File: src/rtl/instr_register_pkg.sv
// rtl/instr_register_pkg.sv - shared instruction, request and grant types
package instr_register_pkg;

  typedef enum logic [3:0] {
    ZERO, PASSA, PASSB, ADD, SUB, MULT, DIV, MOD
  } opcode_t;

  typedef logic signed [31:0] operand_t;

  typedef struct packed {
    opcode_t  opc;
    operand_t op_a;
    operand_t op_b;
  } instruction_t;

  typedef struct packed {
    opcode_t  opc;
    operand_t op_a;
    operand_t op_b;
  } req_t;

  typedef enum logic {
    GRANT_A = 1'b0,
    GRANT_B = 1'b1
  } grant_t;

endpackage

File: src/rtl/instr_register_ctrl_rr_arbiter2.sv
// rtl/instr_register_ctrl_rr_arbiter2.sv - two-way round-robin grant selection
module rr_arbiter2
  import instr_register_pkg::*;
(
  input  logic   valid_a,
  input  logic   valid_b,
  input  grant_t last_grant,
  output logic   grant_a,
  output logic   grant_b
);

  // A lone requester always wins; on a tie the one not granted last wins.
  assign grant_a = valid_a && (!valid_b || (last_grant == GRANT_B));
  assign grant_b = valid_b && (!valid_a || (last_grant == GRANT_A));

endmodule

File: src/rtl/instr_register_ctrl.sv
// rtl/instr_register_ctrl.sv - two-requester instruction register write/read controller
// Defining INSTR_CTRL_STATS_EN adds saturating per-requester grant counters.
module instr_register_ctrl
  import instr_register_pkg::*;
#(
  parameter int DEPTH = 32,
  parameter int PTR_W = 5
) (
  input  logic             clk,
  input  logic             reset_n,
  input  logic             req_a_valid,
  input  req_t             req_a_data,
  output logic             req_a_ready,
  input  logic             req_b_valid,
  input  req_t             req_b_data,
  output logic             req_b_ready,
  output logic             load_en,
  output logic [PTR_W-1:0] write_pointer,
  output opcode_t          opcode,
  output operand_t         operand_a,
  output operand_t         operand_b,
  output logic [PTR_W-1:0] read_pointer,
  output logic             rd_valid,
  input  logic             rd_ready,
  output logic [PTR_W:0]   count,
`ifdef INSTR_CTRL_STATS_EN
  output logic [15:0]      grant_a_cnt,
  output logic [15:0]      grant_b_cnt,
`endif
  output logic             full,
  output logic             empty
);

  localparam logic [PTR_W:0] DEPTH_CNT = (PTR_W + 1)'(DEPTH);

  logic             grant_a, grant_b, xfer_a, xfer_b, xfer, pop;
  grant_t           last_grant_q, last_grant_d;
  logic             load_en_q, load_en_d;
  logic [PTR_W-1:0] wr_idx_q, wr_idx_d;
  logic [PTR_W-1:0] write_pointer_q, write_pointer_d;
  logic [PTR_W-1:0] read_pointer_q, read_pointer_d;
  logic [PTR_W:0]   count_q, count_d;
  req_t             payload_q, payload_d;

  rr_arbiter2 u_arb (
    .valid_a    (req_a_valid),
    .valid_b    (req_b_valid),
    .last_grant (last_grant_q),
    .grant_a    (grant_a),
    .grant_b    (grant_b)
  );

  // A write still in the load stage already owns a slot, so it counts toward full.
  assign full     = (count_q + {{PTR_W{1'b0}}, load_en_q}) == DEPTH_CNT;
  assign empty    = (count_q == '0);
  assign rd_valid = !empty;

  assign req_a_ready = reset_n && !full && grant_a;
  assign req_b_ready = reset_n && !full && grant_b;
  assign xfer_a      = req_a_ready;
  assign xfer_b      = req_b_ready;
  assign xfer        = xfer_a || xfer_b;
  assign pop         = rd_valid && rd_ready;

  always_comb begin
    last_grant_d    = last_grant_q;
    load_en_d       = xfer;
    wr_idx_d        = wr_idx_q;
    write_pointer_d = write_pointer_q;
    read_pointer_d  = read_pointer_q;
    payload_d       = payload_q;
    count_d         = count_q + {{PTR_W{1'b0}}, load_en_q} - {{PTR_W{1'b0}}, pop};
    if (xfer) begin
      last_grant_d    = xfer_a ? GRANT_A : GRANT_B;
      write_pointer_d = wr_idx_q;
      wr_idx_d        = wr_idx_q + PTR_W'(1);
      payload_d       = xfer_a ? req_a_data : req_b_data;
    end
    if (pop) begin
      read_pointer_d = read_pointer_q + PTR_W'(1);
    end
  end

  always_ff @(posedge clk or negedge reset_n) begin
    if (!reset_n) begin
      last_grant_q    <= GRANT_B;
      load_en_q       <= 1'b0;
      wr_idx_q        <= '0;
      write_pointer_q <= '0;
      read_pointer_q  <= '0;
      count_q         <= '0;
      payload_q       <= '0;
    end else begin
      last_grant_q    <= last_grant_d;
      load_en_q       <= load_en_d;
      wr_idx_q        <= wr_idx_d;
      write_pointer_q <= write_pointer_d;
      read_pointer_q  <= read_pointer_d;
      count_q         <= count_d;
      payload_q       <= payload_d;
    end
  end

  assign load_en       = load_en_q;
  assign write_pointer = write_pointer_q;
  assign read_pointer  = read_pointer_q;
  assign count         = count_q;
  assign opcode        = payload_q.opc;
  assign operand_a     = payload_q.op_a;
  assign operand_b     = payload_q.op_b;

`ifdef INSTR_CTRL_STATS_EN
  logic [15:0] grant_a_cnt_q, grant_b_cnt_q;

  always_ff @(posedge clk or negedge reset_n) begin
    if (!reset_n) begin
      grant_a_cnt_q <= '0;
      grant_b_cnt_q <= '0;
    end else begin
      if (xfer_a && (grant_a_cnt_q != 16'hFFFF)) grant_a_cnt_q <= grant_a_cnt_q + 16'd1;
      if (xfer_b && (grant_b_cnt_q != 16'hFFFF)) grant_b_cnt_q <= grant_b_cnt_q + 16'd1;
    end
  end

  assign grant_a_cnt = grant_a_cnt_q;
  assign grant_b_cnt = grant_b_cnt_q;
`endif

endmodule

File: config.mk
export PLATFORM = sky130hd
export DESIGN_NAME = instr_register_ctrl
export DESIGN_NICKNAME = d
export VERILOG_FILES = /design/src/rtl/instr_register_pkg.sv /design/src/rtl/instr_register_ctrl_rr_arbiter2.sv /design/src/rtl/instr_register_ctrl.sv
export SDC_FILE = /design/constraint.sdc
export NUM_CORES = 1
export LEC_CHECK = 0
export BUFFER_PORTS_ARGS = -buffer_cell sky130_fd_sc_hd__buf_2
export CAP_MARGIN = 10
export CORE_MARGIN = 4
export CORE_UTILIZATION = 46
export DETAILED_ROUTE_END_ITERATION = 10
export GPL_ROUTABILITY_DRIVEN = 0
export HOLD_SLACK_MARGIN = 0.06
export PLACE_DENSITY = 0.88
export SYNTH_ARGS = -nofsm -noshare
export SYNTH_HDL_FRONTEND = slang
export SYNTH_SLANG_ARGS = --single-unit
File: constraint.sdc
create_clock -name clk -period 2.8 [get_ports clk]
set_input_delay 0.14 -clock clk [delete_from_list [all_inputs] [get_ports clk]]
set_output_delay 0.14 -clock clk [all_outputs]
set_load 0.02 [all_outputs]
==> impl_metrics.ini, run 1 <==
[outcome]
status = completed

[synthesis]
synth.ff_latch_count = 91
synthDistinctLibCells = 30
ys_seq_area_frac = 0.495
yosys_warnings = 0
synth.area.top_cells = dfrtp_1 (49%), mux2_2 (26%), mux2_4 (12%)
yosys_most_used_dff = dfrtp_1
syn_area_per_cell_um2 = 14.5
synthesis.nets = 464
syn_inst = 317
yosysTopAreaCell = dfrtp_1
netlist_area_um2 = 4600
synth_edf_count = 0
synth_top_area_frac = 0.489
ys_async_sr_fraction = 1.00

[setup_path]
crit_fanout = 6
cp.arrival_ns = 2.54
r2r_start = count[0]
path_class = reg2out
start_kind = flop
rr_endpoint = operand_a[10]
rr_worst_depth = 8
reg2reg_slack_ns = 0.25
cp_data_required_time_ns = 2.66
cp-end-kind = primary output

[power_and_ir_drop]
powerDensity_nw_per_um2 = 897
max-vdd-ir-drop_mv = 0.670
p_leak_nw = 3.04
power.total_mw = 5.49

[global_route]
grt_max_degree = 43
grt_pass1_vias = 3466
grt_pass1_wl_um = 16700
grt_usage = 0.181
overflow = 0
grt_antenna_before_repair = 0

[layout]
area_delta_synth_final_pct = 33.0
drive_above_1_share = 0.724
final_common_cell = buf_2
final_nets = 697
register_area_um2 = 2280
multi_input_area_um2 = 2220
layout.cells.non_filler = 688
final_area_um2 = 6120
most-common-layout-cells = buf_2 (229), mux2_2 (105), dfrtp_1 (90), mux2_4 (38), clkbuf_8 (11)
fillers = 820
antenna_cells = 0

[sta]
skew_ns = 0.00901
relSlewSlack = 0.657
clock.fmax_mhz = 373
fin_crit_ns = 2.68
maxSlewViolCount = 0
whs_ns = 0.145
finalCritPeriodShare = 0.957
tightestPinTransition_ns = 0.514
finalHoldViolations = 0
tns_ns = 0
rsz0062_at_grt = false
setup_viol = 0

[die]
die_x_um = 108
die_h_um = 108
start_util = 0.471
fp-row-count = 36
coreArea_um2 = 9770
dieArea_um2 = 11700
io_pins = 231

[route]
drt_iter0_markers = 115
viasPerCell = 4.94
drt-wirelength-per-cell_um = 15.9
dr.pass1.iters = 4
drt_wl_total_um = 11000
dr_total_vias = 3399
ant_nets = 0
remaining_drc_errors = 0

[placement]
placed_area_um2 = 5920
io_buffers = 230
dp_hpwl_um = 8440
dp_cells = 671

[clocking]
cts_buffers = 9
clock_sinks = 91
clock_latency_ns = 0.35
cts_root_buf = clkbuf_8
cts_tree = yes
clkSlewWorstSetupHoldPaths_ns = 0.09
clk_path_buf_depth = 2
cts_max_level = 3

[hold_path]
hp-class = in2reg
whs_path_depth = 3
min_to = operand_a[25]
min_from = req_a_data[57]

[job]
cap_viol_max_count = 0
[flip-flops by register name, summed over array words and instances, names as in the netlist]
signal / flops
count: 6
last_grant_q: 1
load_en: 1
opcode: 4
operand_a: 32
operand_b: 32
read_pointer: 5
wr_idx_q: 5
write_pointer: 5
[how the worst max path moves through the flow]
stage / start / end / depth (start not counted)
2_1_floorplan: load_en / operand_b[0] / 9
3_3_place_gp: load_en / operand_a[8] / 8
3_5_place_dp: load_en / operand_a[15] / 8
4_1_cts: load_en / req_b_ready / 9
5_1_grt: count[0] / req_b_ready / 9
6_report: count[0] / req_b_ready / 9
[cell families after synthesis]
family	share of synthesized area
buffers and inverters	0.0269
multiplexers	0.381
AO/OA/AOI/OAI	0.0147
adder cells (fa/ha/maj)	0.0163
flip-flops	0.495
XOR/XNOR	0.0285
AND/OR/NAND/NOR	0.0375
[cell usage after synthesis (all sizes together) (2+ instances only)]
cell      n
mux2    143
dfrtp    90
nand2    10
buf       8
clkbuf    8
xor2      8
xnor2     7
ha        6
inv       6
nor2      6
and2      3
nand4     3
o21ai     3
nor3      2
nor4      2
or3       2
[cell type report]
class | instances | share of cell area
clock buffer | 13 | 0.0260
clock inverter | 3 | 0.00368
inverter | 6 | 0.00368
multi-input combinational | 204 | 0.364
sequential | 91 | 0.372
tap | 133 | 0.0272
timing repair buffer | 238 | 0.203
[per-stage QoR]
step	utilization	worst slack, ns
floorplan	-	0.0630
global placement	0.605	0.317
detailed placement	0.605	0.239
CTS	0.625	0.0175
global route	0.626	0.00433
finish	0.626	0.120
[power breakdown]
part | switching, mW | internal [mW]
combinational | 1.31 | 1.16
clock | 0.447 | 0.373
sequential | 0.369 | 1.83
[metal layers]
metal,up-vias,routed length (µm),GRT usage
met3,10,712,0.0310
met1,1651,4230,0.210
met4,0,122,0.0541
li1,1598,-,-
met2,140,5900,0.339
met5,-,0,0
[timing repair]
item                       4_1_cts  5_1_grt
resized for setup                0        3
hold buffers                     1        0
hold endpoints to repair        26        0
setup endpoints to repair        0        2
setup buffers                    0        0
[worst max-delay path, stage by stage, from the launching register on]
cell and delay (ns):
dfrtp_1 0.40, ha_1 0.24, ha_2 0.22, xor2_1 0.21, or3_4 0.37, a211oi_4 0.24, buf_6 0.16, nor2_1 0.06
and2_1 0.16, buf_2 0.15
(Power assumes the default switching activity.)
==> inputs of run 2 (changes only) <==
Settings changed: CORE_UTILIZATION 46 to 47, CTS_BUF_LIST set to sky130_fd_sc_hd__clkbuf_4, PLACE_DENSITY 0.88 to 0.9.
==> impl_metrics.ini, run 2 (synthesis gave the netlist of run 1 again) <==
[setup_path]
path_class = reg2out
cpMostUsedCell = ha_2
cp-end-kind = primary output
rr_worst_depth = 9
crit_chain = ha_2 > ha_2 > xor2_1 > or3_4 > a211oi_4 > buf_6 > nor2_1 > and2_1 > buf_2
start_kind = flop
cp.arrival_ns = 2.51
crit_fanout = 4
cp_top_family = simple AND/OR/NAND/NOR gates
cp_slowest_stage_delay_ns = 0.41
rr_endpoint = operand_a[15]
crit_buf_inv = 2
cpMaxStageDelayCell = dfrtp_1
r2r_start = count[0]
cp_data_required_time_ns = 2.66
reg2reg_slack_ns = 0.17

[layout]
final_common_cell = buf_2
drive_above_1_share = 0.605
final_nets = 815
area_delta_synth_final_pct = 57.7
most-common-layout-cells = buf_2 (229), dlygate4sd3_1 (117), mux2_2 (105), dfrtp_1 (90), mux2_4 (38)
fillers = 577

[die]
die_h_um = 107
io_pins = 231
start_util = 0.491
dieArea_um2 = 11400
coreArea_um2 = 9370
fp-row-count = 35
die_x_um = 107

[clocking]
cts_max_level = 3
cts_buffers = 9
clock_sinks = 91
clkSlewWorstSetupHoldPaths_ns = 0.13
clk_path_buf_depth = 2
cts_root_buf = clkbuf_4
clock_latency_ns = 0.42
cts_tree = yes

[hold_path]
whs_path_depth = 3
min_to = operand_b[13]
hp-class = in2reg
min_from = req_a_data[13]

[global_route]
grt_antenna_before_repair = 0
grt_usage = 0.252
grt_pass1_vias = 4506
grt_max_degree = 46
overflow = 0
grt_pass1_wl_um = 22600

[route]
drt-wirelength-per-cell_um = 18.1
remaining_drc_errors = 0
drt_wl_total_um = 14500
dr.pass1.iters = 4
drt_iter0_markers = 112
viasPerCell = 5.01
dr_total_vias = 4021
ant_nets = 0

[sta]
maxSlewViolCount = 0
finalHoldViolations = 0
tightestPinTransition_ns = 0.588
finalCritPeriodShare = 0.946
skew_ns = 0.0258
rsz0062_at_grt = false
setup_viol = 0
fin_crit_ns = 2.65
relSlewSlack = 0.608
whs_ns = 0.0986
tns_ns = 0
clock.fmax_mhz = 377

[placement]
dp_hpwl_um = 8510
io_buffers = 230

[power_and_ir_drop]
powerDensity_nw_per_um2 = 789
max-vdd-ir-drop_mv = 0.515
p_leak_nw = 3.53

[job]
cap_viol_max_count = 0

[outcome]
status = completed
run 2: where the power goes:
group | internal [mW] | switching [mW] | total [mW]
Clock | 0.300 | 0.445 | 0.745
Combinational | 1.35 | 1.41 | 2.77
Sequential | 1.82 | 0.390 | 2.21
Total | 3.48 | 2.25 | 5.72
run 2: worst max path at each step:
stage	start	end	slack [ns]	depth (start not counted)
after floorplan	load_en	operand_b[0]	0.06	9
after global placement	load_en	operand_a[13]	0.33	8
after detailed placement	load_en	operand_a[13]	0.24	8
after CTS	load_en	req_b_ready	0.01	9
after global routing	load_en	req_b_ready	0.04	9
final	load_en	req_b_ready	0.15	9
run 2: cell type report:
cell class,instances,area [µm²],share of cell area
inverters,6,22.5,0.00310
well taps,129,161,0.0222
flip-flops and latches,91,2280,0.314
repair buffers,356,2420,0.334
multi-input cells,204,2230,0.307
diodes,1,2.50,0.000345
clock inverters,5,61.3,0.00845
clock buffers,11,82.6,0.0114
run 2: timing repair:
item                                    4_1_cts  5_1_grt
gates resized for setup                       3        1
pin swaps                                     1        1
endpoints found under the hold margin       151        0
endpoints found under the setup margin        2        2
hold buffers                                117        0
setup buffers                                 1        1
run 2: tightest hold or removal path, stage by stage:
cell and delay (ns):
buf_2 0.07, mux2_2 0.13, mux2_4 0.13
run 2: metrics by stage:
step	instances	setup slack [ns]	util	power [mW]	instance area, µm²
floorplan	317	0.0630	-	3.83	4600
global route	802	0.0357	0.774	6.06	7250
detailed placement	667	0.239	0.631	4.71	5910
global placement	667	0.326	0.631	4.60	5910
CTS	801	0.0113	0.773	5.70	7240
finish	803	0.150	0.774	5.72	7260
run 2: routing by layer:
metal	global-route usage	wire, µm	up-vias
li1	-	-	1831
met1	0.266	5310	1951
met2	0.468	7730	187
met3	0.0638	932	52
met4	0.116	537	0
met5	0	0	-
==> inputs of run 3 (changes only) <==
Settings changed: ABC_AREA set to 1, CORE_UTILIZATION 47 to 49, PLACE_DENSITY 0.9 to 0.91.
==> impl_metrics.ini, run 3 <==
[synthesis]
yosys_warnings = 0
synthSimpleGateAreaFrac = 0.351
syn_inst = 722
synth_xor_area_frac = 0.0204
yosysTopAreaCell = dfrtp_1
synthDistinctLibCells = 24
synth_compound_area_frac = 0.0102
synth.ff_latch_count = 91
synthesis.nets = 869
netlist_area_um2 = 5140
ys_top_cells_by_count = nand2_1 (238), inv_1 (158), dfrtp_1 (90)
synth_edf_count = 0
synth_top_area_frac = 0.438
synth_fa_ha_area_frac = 0.0146
ys_seq_area_frac = 0.443
yosys_most_used_dff = dfrtp_1
synth.area.top_cells = dfrtp_1 (44%), nand2_1 (17%), inv_1 (12%)
synth_most_common_cell = nand2_1
syn_area_per_cell_um2 = 7.12
ys_async_sr_fraction = 1.00
synth_top_family_by_area = simple AND/OR/NAND/NOR gates
synth_mux_area_frac = 0

[setup_path]
rr_endpoint = operand_b[16]
path_class = reg2out
cp-startpoint = count[0]
cp_data_required_time_ns = 2.66
crit_end = req_a_ready
start_kind = flop
cp.arrival_ns = 2.49
reg2reg_slack_ns = 0.34
r2r_start = count[0]
cp-end-kind = primary output
rr_worst_depth = 12
crit_fanout = 29

[power_and_ir_drop]
intPower_mw = 2.89
p_leak_nw = 4.73
pwr-share-clk = 0.180
p_switching_mw = 2.00
comb_power_share = 0.421
switching_share = 0.408
max-vdd-ir-drop_mv = 0.379
powerDensity_nw_per_um2 = 618
p_seq_frac = 0.399

[job]
cap_viol_max_count = 0

[die]
fp-row-count = 37
coreArea_um2 = 10300
die_x_um = 110
die_h_um = 110
io_pins = 231
dieArea_um2 = 12200
start_util = 0.500

[sta]
maxSlewViolCount = 0
finalHoldViolations = 0
finalCritPeriodShare = 0.941
fin_crit_ns = 2.63
tightestPinTransition_ns = 0.788
relSlewSlack = 0.475
skew_ns = 0.0236
tns_ns = 0
setup_viol = 0
clock.fmax_mhz = 380

[layout]
area_delta_synth_final_pct = 54.0
final_common_cell = nand2_1
drive_above_1_share = 0.247
most-common-layout-cells = nand2_1 (237), buf_2 (229), inv_1 (158), dlygate4sd3_1 (136), dfrtp_1 (90)
post-route-util = 0.770
final_nets = 1210

[clocking]
clkSlewWorstSetupHoldPaths_ns = 0.14
clock_latency_ns = 0.43
cts_tree = yes
cts_root_buf = clkbuf_4
clk_path_buf_depth = 2
cts_max_level = 3
cts_buffers = 9
clock_sinks = 91

[route]
viasPerCell = 5.37
drt-wirelength-per-cell_um = 16.4
drt_iter0_markers = 839
remaining_drc_errors = 0
drt_wl_total_um = 19800
dr_total_vias = 6486
ant_nets = 0
dr.pass1.iters = 7

[hold_path]
whs_path_depth = 5
hp-class = in2reg

[global_route]
grt_pass1_vias = 6400
grt_antenna_before_repair = 5
grt_max_degree = 78
overflow = 0
grt_usage = 0.320
grt_pass1_wl_um = 32000

[placement]
io_buffers = 230
dp_hpwl_um = 9850

[outcome]
status = completed
==> run 3: worst min-delay path by stage <==
stage	startpoint	endpoint	slack, ns
after floorplan	reset_n	count[0]	-0.16
after global placement	reset_n	count[4]	0.08
after detailed placement	reset_n	operand_a[31]	0.08
after CTS	req_a_data[35]	operand_a[3]	0.06
after global routing	req_a_data[66]	opcode[2]	0.09
final	req_a_data[66]	opcode[2]	0.11
==> run 3: timing repair <==
| item | CTS | global route |
|---|---|---|
| hold endpoints to repair | 92 | 0 |
| gates resized for setup | 0 | 3 |
| buffers inserted | 0 | 0 |
| hold buffers | 136 | 0 |
| endpoints found under the setup margin | 0 | 2 |
==> run 3: metrics by stage <==
step	setup slack, ns	cells	area, µm²	power, mW	hold WS (ns)
finish	0.165	1208	7920	4.89	0.109
CTS	0.0685	1204	7900	4.83	0.0603
global route	-0.00584	1207	7910	5.19	0.0912
floorplan	0.661	722	5140	3.12	-0.156
detailed placement	0.270	1052	6350	3.80	0.0808
global placement	0.376	1052	6350	3.74	0.0772
==> run 3: final cells by class <==
cell class                 count  area, µm²
fill                         601       2360
timing repair buffer         376       2630
clock buffer                  10       75.1
inverter                     159        597
clock inverter                 6        104
multi-input combinational    426       2050
antenna                        4       10.0
sequential                    91       2280
tap                          136        170
==> run 3: cell families after synthesis <==
| logic type | Yosys count |
|---|---|
| AOI/OAI and AO/OA | 8 |
| adders and majority gates | 6 |
| DFF | 91 |
| buffers and inverters | 205 |
| and+or+nand+nor | 400 |
| xor gates and xnor gates | 12 |
==> run 3: power groups by stage <==
stage,combinational [mW],clock [mW],sequential (mW)
floorplan,0.815,0,2.31
global placement,1.79,0,1.95
global route,2.24,0.962,1.99
detailed placement,1.84,0,1.96
CTS,1.99,0.900,1.94
finish,2.06,0.880,1.95
==> run 3: worst max-delay path: stages (launching register included) <==
cell     delay [ns]
dfrtp_1        0.42
ha_1           0.24
ha_1           0.24
inv_1          0.06
nand2_1        0.05
nand2_2        0.08
nand2_1        0.08
nor2_2         0.15
nand3_4        0.12
nand3_2        0.13
buf_8          0.23
inv_1          0.08
buf_2          0.17
==> run 3: per-layer routing <==
layer  share of wire  routed length, µm  GRT usage  vias to the layer above
li1                -                  -          -                     2896
met1            0.35               6970      0.365                     2914
met2            0.47               9360      0.513                      538
met3            0.11               2110     0.0992                      134
met4           0.067               1320      0.218                        4
met5          0.0013                 26          0                        -
